===== src/rtl/fetch_unit.sv =====
// Instruction fetch stage: credit-limited imem requests, an in-order response FIFO toward decode,
// and a redirect flush that discards responses to requests issued before the redirect.
module fetch_unit #(
  parameter logic [31:0] RESET_PC = 32'h0000_0000,
  parameter int          DEPTH    = 4
) (
  input  logic        clk,
  input  logic        rst_n,
  output logic        imem_req_valid,
  input  logic        imem_req_ready,
  output logic [31:0] imem_req_addr,
  input  logic        imem_resp_valid,
  input  logic [31:0] imem_resp_data,
  input  logic        redirect_valid,
  input  logic [31:0] redirect_pc,
  output logic        inst_valid,
  input  logic        inst_ready,
  output logic [31:0] inst_data,
  output logic [31:0] inst_pc
);
  localparam int AW = $clog2(DEPTH);
  localparam int CW = AW + 1;
  localparam int SW = CW + 2;
  localparam logic [CW-1:0] CNT_ZERO = CW'(0);
  localparam logic [AW-1:0] PTR_ZERO = AW'(0);
  localparam logic [AW-1:0] PTR_ONE  = AW'(1);
  localparam logic [SW-1:0] LIMIT    = SW'(DEPTH);

  logic [31:0]   fetch_pc_r;
  logic [31:0]   resp_pc_r;
  logic [CW-1:0] inflight_r;
  logic [CW-1:0] drop_r;
  logic [CW-1:0] count_r;
  logic [AW-1:0] rd_ptr_r;
  logic [AW-1:0] wr_ptr_r;
  logic [31:0]   fifo_data_r [DEPTH];
  logic [31:0]   fifo_pc_r   [DEPTH];

  logic [SW-1:0] credit_sum_s;
  logic          req_fire_s;
  logic          resp_drop_s;
  logic          resp_live_s;
  logic          push_s;
  logic          pop_s;

  // Credit check and handshake strobes, derived only from registered state and inputs.
  always_comb begin
    credit_sum_s = SW'(inflight_r) + SW'(drop_r) + SW'(count_r);
    // Gated by rst_n so the request stays low while reset is held.
    imem_req_valid = rst_n & (credit_sum_s < LIMIT);
    req_fire_s     = imem_req_valid & imem_req_ready;
    resp_drop_s    = imem_resp_valid & (drop_r != CNT_ZERO);
    // Orphan responses (nothing outstanding) are ignored.
    resp_live_s    = imem_resp_valid & (drop_r == CNT_ZERO) & (inflight_r != CNT_ZERO);
    push_s         = resp_live_s & ~redirect_valid;
    pop_s          = inst_ready & (count_r != CNT_ZERO) & ~redirect_valid;
  end

  // Fetch PC, response PC, credit counters and FIFO storage.
  always_ff @(posedge clk or negedge rst_n) begin
    if (!rst_n) begin
      fetch_pc_r <= RESET_PC;
      resp_pc_r  <= RESET_PC;
      inflight_r <= CNT_ZERO;
      drop_r     <= CNT_ZERO;
      count_r    <= CNT_ZERO;
      rd_ptr_r   <= PTR_ZERO;
      wr_ptr_r   <= PTR_ZERO;
      for (int i = 0; i < DEPTH; i++) begin
        fifo_data_r[i] <= 32'h0000_0000;
        fifo_pc_r[i]   <= 32'h0000_0000;
      end
    end else if (redirect_valid) begin
      // Everything still outstanding, including a request accepted right now, becomes stale.
      fetch_pc_r <= {redirect_pc[31:2], 2'b00};
      resp_pc_r  <= {redirect_pc[31:2], 2'b00};
      inflight_r <= CNT_ZERO;
      count_r    <= CNT_ZERO;
      rd_ptr_r   <= PTR_ZERO;
      wr_ptr_r   <= PTR_ZERO;
      drop_r     <= drop_r + inflight_r + CW'(req_fire_s) - CW'(resp_drop_s | resp_live_s);
    end else begin
      if (req_fire_s) begin
        fetch_pc_r <= fetch_pc_r + 32'd4;
      end
      if (push_s) begin
        fifo_data_r[wr_ptr_r] <= imem_resp_data;
        fifo_pc_r[wr_ptr_r]   <= resp_pc_r;
        wr_ptr_r              <= wr_ptr_r + PTR_ONE;
        resp_pc_r             <= resp_pc_r + 32'd4;
      end
      if (pop_s) begin
        rd_ptr_r <= rd_ptr_r + PTR_ONE;
      end
      inflight_r <= inflight_r + CW'(req_fire_s) - CW'(resp_live_s);
      drop_r     <= drop_r - CW'(resp_drop_s);
      count_r    <= count_r + CW'(push_s) - CW'(pop_s);
    end
  end

  assign imem_req_addr = fetch_pc_r;
  assign inst_valid    = (count_r != CNT_ZERO);
  assign inst_data     = fifo_data_r[rd_ptr_r];
  assign inst_pc       = fifo_pc_r[rd_ptr_r];

  fetch_unit_checker #(.CW(CW), .DEPTH(DEPTH)) u_checker (
    .clk        (clk),
    .rst_n      (rst_n),
    .resp_valid (imem_resp_valid),
    .inflight   (inflight_r),
    .drop       (drop_r),
    .count      (count_r)
  );
endmodule

// Simulation-only protocol and credit invariants for fetch_unit.
module fetch_unit_checker #(
  parameter int CW    = 3,
  parameter int DEPTH = 4
) (
  input logic          clk,
  input logic          rst_n,
  input logic          resp_valid,
  input logic [CW-1:0] inflight,
  input logic [CW-1:0] drop,
  input logic [CW-1:0] count
);
  localparam int SW = CW + 2;

  logic [SW-1:0] total_s;
  assign total_s = SW'(inflight) + SW'(drop) + SW'(count);

  a_no_orphan_resp: assert property (@(posedge clk) disable iff (!rst_n)
    resp_valid |-> (inflight != CW'(0) || drop != CW'(0)));

  a_credit_bound: assert property (@(posedge clk) disable iff (!rst_n)
    total_s <= SW'(DEPTH));
endmodule


===== config.mk =====
export PLATFORM = sky130hd
export DESIGN_NAME = fetch_unit
export DESIGN_NICKNAME = d
export VERILOG_FILES = /design/src/rtl/fetch_unit.sv
export SDC_FILE = /design/constraint.sdc
export NUM_CORES = 1
export LEC_CHECK = 0
export CAP_MARGIN = 20
export CORE_MARGIN = 4
export CORE_UTILIZATION = 59
export CTS_BUF_LIST = sky130_fd_sc_hd__clkbuf_8
export CTS_CLUSTER_DIAMETER = 200
export DETAILED_ROUTE_END_ITERATION = 12
export GPL_TIMING_DRIVEN = 1
export PLACE_DENSITY = 0.89
export SETUP_SLACK_MARGIN = 0.4
export SYNTH_ARGS = -nofsm -noshare
export SYNTH_HDL_FRONTEND = slang
export SYNTH_HIERARCHICAL = 1
export SYNTH_SLANG_ARGS = --single-unit

===== constraint.sdc =====
create_clock -name clk -period 4.85 [get_ports clk]
set_clock_uncertainty 0.1 [all_clocks]
set_input_delay 1.2125 -clock clk [delete_from_list [all_inputs] [get_ports clk]]
set_output_delay 1.2125 -clock clk [all_outputs]
set_load 0.01 [all_outputs]

==> impl_metrics.py <==
metrics = {
    "detailed_routing": {
        "detail_route.wl_per_cell_um": 20.7,
        "num_vias": 9727,
        "drc": 0,
        "firstDrtPassIters": 5,
        "viasPerCell": 5.96,
        "drtIter0Drc": 704,
        "final_antenna_net_count": 0,
        "wirelength_um": 33800,
    },
    "logic_synthesis": {
        "syn_avg_cell_area_um2": 13.8,
        "synthCells": 1094,
        "synth_edf_count": 0,
        "synthFlopType": "dfrtp_1",
        "syn-cell-area_um2": 15100,
        "ys_ff_latch": 321,
        "synthDistinctLibCells": 49,
        "synth_area_leaders": "dfrtp_1 (53%), mux2_2 (19%), mux4_2 (9.2%), xnor2_1 (1.7%), ha_1 (1.4%)",
        "synth_area_leader_cell": "dfrtp_1",
        "yosys_warnings": 6,
        "synth-async-reset-ratio": 1.00,
        "synth.top_cell.area_share": 0.532,
        "seq_area_frac_synth": 0.532,
    },
    "power_and_ir_drop": {
        "power_frac_seq": 0.419,
        "internal_power_w": 0.00530,
        "p_per_area_nw_per_um2": 411,
        "clkPwrFrac": 0.325,
        "p_switching_w": 0.00217,
        "p_comb_frac": 0.256,
        "leakage_nw": 8.40,
        "ir_drop_mv": 0.369,
        "p_sw_frac": 0.291,
    },
    "status": {
        "status": "completed",
    },
    "timing": {
        "slew_viol_final": 0,
        "setup_viol": 0,
        "setup_ws_ns": 0.586,
        "worst_pin_slew_ns": 0.956,
        "grt_setup_unrepaired": "false",
        "finalSetupTns_ns": 0,
        "slew_headroom": 0.362,
        "hold_viol": 0,
        "fin_crit_sh": 0.879,
        "fmax_mhz": 235,
        "period_needed_ns": 4.26,
    },
    "setup_path": {
        "crit_path_end_kind": "primary output",
        "path_buf_inv": 3,
        "crit_arrival_ns": 2.95,
        "cp_max_fo": 5,
        "cpMostUsedCell": "inv_1",
        "cpPeakStageDelay_ns": 0.54,
        "critPathKind": "reg2out",
        "cp_cell_sequence": "inv_1, fa_1, inv_1, ha_1, or3b_2, o22ai_2, nor3b_2, dlygate4sd2_1",
        "startpoint_type": "register",
        "cp.required_ns": 3.54,
        "crit_family": "adder cells",
        "slowest_stage": "fa_1",
    },
    "floorplan": {
        "ios": 168,
        "initial_core_util": 0.600,
        "rows": 58,
        "dieHeight_um": 168,
        "fp.dieW_um": 168,
        "dieArea_um2": 28200,
        "core_um2": 25200,
    },
    "finish": {
        "fill_cells": 1605,
        "drive_gt1_frac": 0.345,
        "areaGrowthSynthToFinish_pct": 20.3,
        "final_cells": 1633,
        "multi_input_area_um2": 6660,
        "diodes": 0,
        "fin_nets": 1355,
        "register_area_um2": 8040,
    },
    "global_route": {
        "grt_pass1_vias": 10826,
        "grt-ovfl-total": 0,
        "grt.total_usage": 0.244,
        "antenna_found_initial": 0,
        "grt_max_degree": 174,
        "grt_first_pass_wirelength_um": 56200,
    },
    "placement": {
        "dp_slack_ns": 0.804,
        "dp.cells": 1536,
        "dp_hpwl_um": 21900,
        "port_buffers": 161,
        "globalplace.congestion": 0.870,
    },
    "clock_network": {
        "clockBufferDepth": 3,
        "cts_max_level": 2,
        "postCtsHoldBufs": 0,
        "path_clk_slew_ns": 0.06,
        "cts_sinks": 321,
        "clk_latency_ns": 0.56,
        "cts_tree": "yes",
        "cts_setup_buffers": 0,
        "cts-buffers-inserted": 53,
        "clock-root-buffer": "clkbuf_8",
    },
    "run": {
        "drv_cap": 0,
    },
    "worst_hold_path": {
        "holdCritPathClass": "reg2reg",
    },
}
==> path summary, 6_finish.rpt <==
check	slack (ns)	startpoint	to	cells after the start
setup / recovery	0.59	inflight_r[2]	imem_req_valid	8
min in group asynchronous	0.47	rst_n	fifo_pc_r[98]	1
hold / removal	0.38	fifo_pc_r[119]	fifo_pc_r[119]	2
max in group asynchronous	2.36	rst_n	fifo_pc_r[12]	3
hold reg to reg	0.38	fifo_pc_r[119]	fifo_pc_r[119]	2
setup reg to reg	0.97	inflight_r[2]	drop_r[2]	13
==> flip-flops by register name, indices dropped and copies added (netlist names), 3 cells and up <==
signal and count:
fifo_data_r 128, fifo_pc_r 120, imem_req_addr 30, resp_pc_r 30
count_r 3, drop_r 3, inflight_r 3
==> worst reg2reg max path, delay by kind of cell (launching register included) <==
family | cells | cell delay [ns]
AND/OR/NAND/NOR | 2 | 0.61
flip-flops | 1 | 0.42
adder cells (fa/ha/maj) | 4 | 1.65
AO/OA/AOI/OAI | 2 | 0.36
XOR/XNOR | 2 | 0.34
buffers and inverters | 3 | 0.27
==> cells by family (layout without fill, tap and decap cells) <==
| group | Yosys count | after routing | share of synthesized area |
|---|---|---|---|
| AOI/OAI and AO/OA | 71 | 71 | 0.0284 |
| DFF | 321 | 321 | 0.532 |
| other | 1 | 4 | 0.000248 |
| buffers and inverters | 108 | 314 | 0.0296 |
| adders and majority gates | 24 | 24 | 0.0233 |
| muxes | 326 | 326 | 0.289 |
| xor gates and xnor gates | 53 | 53 | 0.0307 |
| and+or+nand+nor | 190 | 190 | 0.0676 |
==> layer usage <==
layer,track usage,wire length (µm),part of all wire
met3,0.0444,2110,0.062
met4,0.0639,601,0.018
met1,0.337,14200,0.42
met5,0,0,0
met2,0.408,16900,0.50
==> cell type report <==
class / instances / area share
Sequential cell: 321 / 0.442
Multi-Input combinational cell: 668 / 0.366
Timing Repair Buffer: 183 / 0.100
Clock buffer: 71 / 0.0537
Tap cell: 330 / 0.0227
Clock inverter: 26 / 0.00819
Inverter: 34 / 0.00702
==> cells in the mapped netlist, types with 6 or more instances <==
library cell,instances
a31oi_1,10
dfrtp_1,321
inv_1,34
xor2_1,24
fa_1,7
nor3_1,14
buf_1,8
or3_1,11
buf_2,20
clkbuf_1,41
o21ai_0,27
nand4_1,11
nor2_1,28
a21oi_1,18
nor4_1,22
xnor2_1,29
o31a_1,6
mux4_2,62
ha_1,17
and4_1,7
mux2_2,259
nand2_1,39
nand3_1,27
==> metrics by stage <==
step	hold WS [ns]	cell area, µm²	total power [W]	util
final	0.376	18200	0.00747	0.722
after CTS	0.383	18200	0.00754	0.722
after global routing	0.408	18200	0.00786	0.722
after global placement	0.357	17100	0.00500	0.677
after detailed placement	0.370	17100	0.00507	0.677
after floorplan	0.345	15100	0.00425	-
==> what timing repair did <==
item,in CTS,in global routing
gates resized for setup,4,0
setup endpoints to repair,1,0
hold endpoints to repair,0,0
==> power groups by stage <==
| stage | Clock, W | Sequential (W) | Combinational [W] |
|---|---|---|---|
| 5_1_grt | 0.00261 | 0.00316 | 0.00209 |
| 2_1_floorplan | 0 | 0.00310 | 0.00115 |
| 3_5_place_dp | 0 | 0.00316 | 0.00191 |
| 4_1_cts | 0.00249 | 0.00313 | 0.00193 |
| 6_report | 0.00243 | 0.00313 | 0.00191 |
| 3_3_place_gp | 0 | 0.00314 | 0.00186 |
==> layout by cell type (no fill, tap or decap), drive strengths merged, types with 3 or more instances in the layout <==
| cell | instances |
|---|---|
| and3 | 5 |
| a31oi | 10 |
| nand4 | 11 |
| nand3 | 27 |
| mux4 | 62 |
| clkinvlp | 3 |
| a21boi | 4 |
| clkdlybuf4s50 | 159 |
| nand2 | 39 |
| dfrtp | 321 |
| and4 | 8 |
| nor2b | 4 |
| xor2 | 24 |
| inv | 45 |
| nor4 | 23 |
| o31a | 6 |
| or4 | 3 |
| xnor2 | 29 |
| conb | 4 |
| a21oi | 18 |
| nand2b | 3 |
| or3 | 11 |
| clkinv | 11 |
| or2 | 3 |
| clkbuf | 71 |
| fa | 7 |
| o21ai | 27 |
| nor3 | 15 |
| nor2 | 28 |
| mux2i | 5 |
| mux2 | 259 |
| nor3b | 3 |
| ha | 17 |
| buf | 23 |
(Power assumes the default switching activity.)
